`config.mk`:
```
export PLATFORM = sky130hd
export DESIGN_NAME = typed_fifo
export DESIGN_NICKNAME = d
export VERILOG_FILES = /design/src/rtl/typed_fifo.sv
export SDC_FILE = /design/constraint.sdc
export NUM_CORES = 1
export LEC_CHECK = 0
export ABC_AREA = 1
export CAP_MARGIN = 20
export CORE_MARGIN = 3
export CORE_UTILIZATION = 45
export CTS_CLUSTER_DIAMETER = 60
export DETAILED_ROUTE_END_ITERATION = 10
export PLACE_DENSITY_LB_ADDON = 0.1
export REMOVE_ABC_BUFFERS = 1
export SKIP_CTS_REPAIR_TIMING = 1
export SYNTH_ARGS = -nofsm -noshare
export SYNTH_HDL_FRONTEND = slang
export SYNTH_SLANG_ARGS = --single-unit
export TNS_END_PERCENT = 30
```
`constraint.sdc`:
```
create_clock -name clk -period 2.2 [get_ports clk]
set_input_delay 0.33 -clock clk [delete_from_list [all_inputs] [get_ports clk]]
set_output_delay 0.33 -clock clk [all_outputs]
set_load 0.01 [all_outputs]
```
`src/rtl/typed_fifo.sv`:
```
// typed_fifo -- synchronous valid/ready FIFO with a type-parameterised payload.
//
// Parameters:
//   T            element type (any packed type), default bit [7:0]
//   DEPTH        number of storage entries (>= 1, any value)
//   FALL_THROUGH 1 = an element offered to an empty FIFO is presented on the
//                output in the same cycle; 0 = registered, one-cycle latency
//
// Ports:
//   clk, rst             clock and synchronous active-high reset
//   in_valid/in_ready    producer handshake, in_data is the element offered
//   out_valid/out_ready  consumer handshake, out_data is the head element
//   count                occupancy, only when TYPED_FIFO_COUNT_EN is defined
//
// Optional feature macro: TYPED_FIFO_COUNT_EN (adds the count output port).
module typed_fifo #(
   parameter type T            = bit [7:0],
   parameter int  DEPTH        = 4,
   parameter bit  FALL_THROUGH = 1'b0
) (
   input  logic clk,
   input  logic rst,
   input  logic in_valid,
   output logic in_ready,
   input  T     in_data,
   output logic out_valid,
   input  logic out_ready,
   output T     out_data
`ifdef TYPED_FIFO_COUNT_EN
   ,
   output logic [$clog2(DEPTH+1)-1:0] count
`endif
);

   localparam int CW = $clog2(DEPTH + 1);
   localparam int PW = (DEPTH > 1) ? $clog2(DEPTH) : 1;
   localparam logic [CW-1:0] OCC_FULL = CW'(DEPTH);
   localparam logic [PW-1:0] PTR_LAST = PW'(DEPTH - 1);

   T              mem [DEPTH];
   logic [PW-1:0] wr_ptr_reg, wr_ptr_next;
   logic [PW-1:0] rd_ptr_reg, rd_ptr_next;
   logic [CW-1:0] occ_reg, occ_next;
   logic          empty, full, bypass, push, pop;
   T              head;

   assign empty    = (occ_reg == '0);
   assign full     = (occ_reg == OCC_FULL);
   // Depends only on registered occupancy: no push-on-pop when full.
   assign in_ready = !full;

   // Head read as an explicit compare-mux so non-power-of-two depths never
   // index past the array.
   always_comb begin
      head = mem[0];
      for (int i = 0; i < DEPTH; i++) begin
         if (rd_ptr_reg == PW'(i)) head = mem[i];
      end
   end

   generate
      if (FALL_THROUGH) begin : g_ft
         // Empty FIFO forwards the producer straight to the consumer; if the
         // consumer takes it, storage is never touched.
         assign out_valid = empty ? in_valid : 1'b1;
         assign out_data  = empty ? in_data : head;
         assign bypass    = empty & in_valid & out_ready;
      end else begin : g_reg
         assign out_valid = !empty;
         assign out_data  = head;
         assign bypass    = 1'b0;
      end
   endgenerate

   assign push = in_valid & in_ready & ~bypass;
   assign pop  = out_valid & out_ready & ~bypass;

   always_comb begin
      wr_ptr_next = wr_ptr_reg;
      rd_ptr_next = rd_ptr_reg;
      occ_next    = occ_reg;
      if (push) wr_ptr_next = (wr_ptr_reg == PTR_LAST) ? '0 : wr_ptr_reg + PW'(1);
      if (pop)  rd_ptr_next = (rd_ptr_reg == PTR_LAST) ? '0 : rd_ptr_reg + PW'(1);
      if (push && !pop) occ_next = occ_reg + CW'(1);
      else if (pop && !push) occ_next = occ_reg - CW'(1);
   end

   always_ff @(posedge clk) begin
      if (rst) begin
         wr_ptr_reg <= '0;
         rd_ptr_reg <= '0;
         occ_reg    <= '0;
      end else begin
         wr_ptr_reg <= wr_ptr_next;
         rd_ptr_reg <= rd_ptr_next;
         occ_reg    <= occ_next;
      end
   end

   // Storage is cleared on reset so out_data reads '0 until first written.
   always_ff @(posedge clk) begin
      for (int i = 0; i < DEPTH; i++) begin
         if (rst) mem[i] <= '0;
         else if (push && wr_ptr_reg == PW'(i)) mem[i] <= in_data;
      end
   end

`ifdef TYPED_FIFO_COUNT_EN
   assign count = occ_reg;
`endif

endmodule

```
# Yosys cells after proc, flatten, opt, wreduce, memory -nomap -nowiden
# Memories as Yosys holds them, arrays and structs flattened.
# Index checks and enable logic that the tools add are counted.
[word_totals] register_bits=7 mem_bits_rw=32 memories=1
[memory_table] name="mem" words=4 width=8 rd=4 rd_clocked_by_memory_dff=0 wr=4 line_no="40" text="T mem [DEPTH];"
[classes] add_sub_neg=4 n_eq_ne=7 n_mux=25 bitwise=6 reduce_logical=13
[ops] operator="$mux 8" n=7
[ops] operator="$mux 1" n=14
[ops] operator="$eq 2x2->1 const B" n=4
[ops] operator="$logic_and 1x1->1" n=6
[ops] operator="$mux 3" n=2
[ops] operator="$add 2x1->2 const B" n=2
[ops] operator="$eq 2x1->1 const B" n=2
[ops] operator="$logic_not 1->1" n=4
[ops] operator="$mux 2" n=2
[ops] operator="$or 1x1->1" n=4
[ops] operator="$add 3x1->3 const B" n=1
[ops] operator="$eq 3x3->1 const B" n=1
[ops] operator="$logic_not 3->1" n=1
[ops] operator="$sub 3x1->3 const B" n=1
[ops] operator="$and 1x1->1" n=2
[ops] operator="$logic_not 2->1" n=1
[ops] operator="$reduce_bool 2->1" n=1

# Logic depth before layout (Yosys ltp)
[depth] word_depth=8 mapped_depth=13 mapped_depth_nobuf=13

# Least setup slack after synthesis
# No wires, ideal clock.
[synth_timing] kind="reg-to-reg" from="register occ_reg[0]" to="register occ_reg[2]" t_arrival_ps=1695 required_ps=2087 path_slack_ps=392 path_stages_with_launch=14 n_path_buf=0 cell_sequence="dfxtp_1 > nor2_1 > nand2_2 > nand2_1 > inv_1 > ha_1 > inv_1 > fa_1 > inv_1 > nand2_1 > nand3_1 > nand2_1 > nand2_1 > nor2_1"
[synth_between] elab_chain_len=6
[synth_lines] element="start, declared" line_no="43" text="logic [CW-1:0] occ_reg, occ_next;"
[synth_lines] element="start signal, assigned" line_no="96" text="occ_reg <= occ_next;"
[synth_lines] element="$eq 3x3->1 *" line_no="48" text="assign full = (occ_reg == OCC_FULL);"
[synth_lines] element="$logic_not 1->1 *" line_no="50" text="assign in_ready = !full;"
[synth_lines] element="named net in_ready" line_no="24" text="output logic in_ready,"
[synth_lines] element="$and 1x1->1 *" line_no="75" text="assign push = in_valid & in_ready & ~bypass;"
[synth_lines] element="named net push" line_no="44" text="logic empty, full, bypass, push, pop;"
[synth_lines] element="$logic_not 1->1" line_no="85" text="else if (pop && !push) occ_next = occ_reg - CW'(1);"
[synth_lines] element="$logic_and 1x1->1" line_no="85"
[synth_lines] element="$reduce_bool 2->1 (no line)"
# Mark *: on every way through the listed nets, which the timed path passes. The rest lies on a longest branch. The select of a mux whose other input is x is not followed.
# A chain may end at the register's enable or synchronous reset.

# Worst setup path after layout
[layout_timing] from="register occ_reg[0]" to="register occ_reg[2]"
[layout_between] elab_chain_len=6
[layout_lines] element="$eq 3x3->1 *" line_no="48"
[layout_lines] element="$logic_not 1->1 *" line_no="50"
[layout_lines] element="$and 1x1->1 *" line_no="75"
[layout_lines] element="named net push" line_no="44"
[layout_lines] element="$logic_not 1->1" line_no="85"
[layout_lines] element="$logic_and 1x1->1" line_no="85"
[layout_lines] element="$reduce_bool 2->1 (no line)"
# Marked as above.

==> metrics.cfg <==
[global_routing]
gr-total-overflow = 0
gr-usage-met3 = 0.04119
grt_pass1_wl_mm = 6.824
busiest_layer = met2
grt_max_degree = 17
use_met2 = 0.3025
first_global_vias = 1428
antenna_found_initial = 0
track_usage = 0.1783
met1_usage = 0.2237

[synth]
synth.top_cell.area_share = 0.5123
netlist_top_cells_area = edfxtp_1, nor2_1, dfxtp_1
syn_area_um2 = 1876
synth_cell_types = 19
synth-edff-count = 32
yosysSeqAreaShare = 0.5871
synth_ff_type = edfxtp_1
yosys-top-cells-count = nor2_1, edfxtp_1, inv_1, nand2_1, a21oi_1
avgSynthCellArea_um2 = 9.472
ys_async_sr_fraction = 0
syn_inst = 198
ys.warnings.count = 0
yosysMostFrequentCell = nor2_1
ys_ff_latch = 39
synth_area_leader_cell = edfxtp_1

[placement]
portBuffers = 21
dp_hpwl_mm = 2.971
gp_congestion = 0.7714
placed_area_um2 = 2181
dpl_worst_slack_ns = 0.03321
dp.cells = 270

[routing]
vias = 1430
post_drt_wl_per_cell_um = 14.91
vias_per_cell = 5.144
drt_iter0_drc = 123
ant_nets = 0
firstDrtPassIters = 4
post-route-drc-count = 0
wirelength_mm = 4.145

[job]
max-cap-violations = 0

[worst_setup_path]
cp-end-kind = flip-flop
r2r_slack_ns = 0.28
critPathBufInv = 3
critical-path-max-stage-delay_ns = 0.40
cpLargestDelayFamily = simple AND/OR/NAND/NOR gates
crit_chain = nor2_1, nand2_2, nand2_1, inv_1, ha_1, inv_1, fa_1, inv_1, nand2_1, nand3_1, nand2_1, nand2_1, nor2_1
cp.required_ns = 2.39
worstSetupStartpointType = flip-flop
cp_common_cell = nand2_1
cp_slowest_cell = dfxtp_1
cp_max_fo = 8
worstSetupPathType = reg2reg
worst-endpoint-arrival_ns = 2.11

[timing]
fmax_ghz = 0.5206
fin_setup_tns_ns = 0
final-setup-viol-count = 0
rsz0062_at_grt = false
min_period_over_period = 0.8732
fin_hold_ws_ns = 0.5260
setup_ws_ns = 0.2790
finalHoldViolCount = 0
layout_min_cycle_time_ns = 1.921
final_max_slew_viol_count = 0
worst_slew_pin_slew_ns = 0.4535
fin_worst_skew_ns = 0.006256
slew_headroom = 0.6969

[clock_tree]
cts-root-buf = clkbuf_8
cts_buffers = 5
ctsLongestPathBuffers = 2
clock_latency_ns = 0.29
cts_tree = built
clk_pin_slew_worst_paths_ns = 0.07
cts.sinks = 39
cts-htree-levels = 2

[worst_hold_path]
hp-class = reg2reg

[final_layout]
layout.cells.non_filler = 278
final_util = 0.6033
final_area_um2 = 2308
fin_nets = 250
diodes = 0
final_layout_size_suffix_gt1_frac = 0.1043
synthToLayoutAreaGrowth_pct = 23.08
largest_reg_flops = 32

[power]
cellLeakagePower_nw = 1.052
cellPowerDensity_nw_per_um2 = 1042
ir_drop_mv = 0.6054
power.total_mw = 2.405

[die]
die_x_um = 70.56
num_io_pins = 22
fp.coreArea_um2 = 3826
die_area_um2 = 4979
rows = 22
die_h_um = 70.56
initial_core_util = 0.4902

[outcome]
outcome = finished, final reports clean

logic make-up after synthesis:
| logic type | after synthesis | share of synthesized area |
|---|---|---|
| and+or+nand+nor | 87 | 0.1888 |
| DFF | 39 | 0.5871 |
| buffers and inverters | 33 | 0.06938 |
| AOI/OAI and AO/OA | 30 | 0.09073 |
| adders and majority gates | 9 | 0.06405 |
tightest hold or removal path, cell delays in order, from the launching register on:
cell and delay, ns:
dfxtp_2 0.36, a21oi_1 0.04, nor2_1 0.09
metal layers:
metal  up-vias  routed length, µm
li1        712                  -
met1       678               1771
met2        36               2090
met3         4                249
met4         0                 33
met5         -                  0
worst paths after layout:
kind / endpoint / cells past startpoint / start
worst max-delay path: occ_reg[2]$_SDFFE_PP0P_ / 13 / occ_reg[0]$_SDFFE_PP0P_
worst min-delay path: rd_ptr_reg[1]$_SDFFE_PP0P_ / 2 / rd_ptr_reg[1]$_SDFFE_PP0P_
worst max register to register: occ_reg[2]$_SDFFE_PP0P_ / 13 / occ_reg[0]$_SDFFE_PP0P_
worst min register to register: rd_ptr_reg[1]$_SDFFE_PP0P_ / 2 / rd_ptr_reg[1]$_SDFFE_PP0P_
final cells by class:
type                       instances  area, µm²
sequential                        39       1104
clock buffer                       6      72.57
timing repair buffer              29      290.3
clock inverter                     2      12.51
tap                               48      60.06
multi-input combinational        126      661.9
inverter                          28      107.6
fill                             338       1518
report_power, final:
part | switching [mW] | leakage (nW) | internal (mW)
clock network | 0.247 | 0.0412 | 0.221
logic | 0.510 | 0.617 | 0.426
registers | 0.0727 | 0.394 | 0.928
layout by cell type, fill, tap and decap left out, drive strengths merged, types with 4 or more instances in the layout:
master         count
nor2              50
edfxtp            32
nand2             28
inv               28
a21oi             20
clkdlybuf4s50     13
o211ai             8
dlymetal6s2s       8
buf                8
ha                 8
dfxtp              7
clkbuf             6
nand3              4
nand4              4
Note: power is estimated with default switching activity, not from simulation.
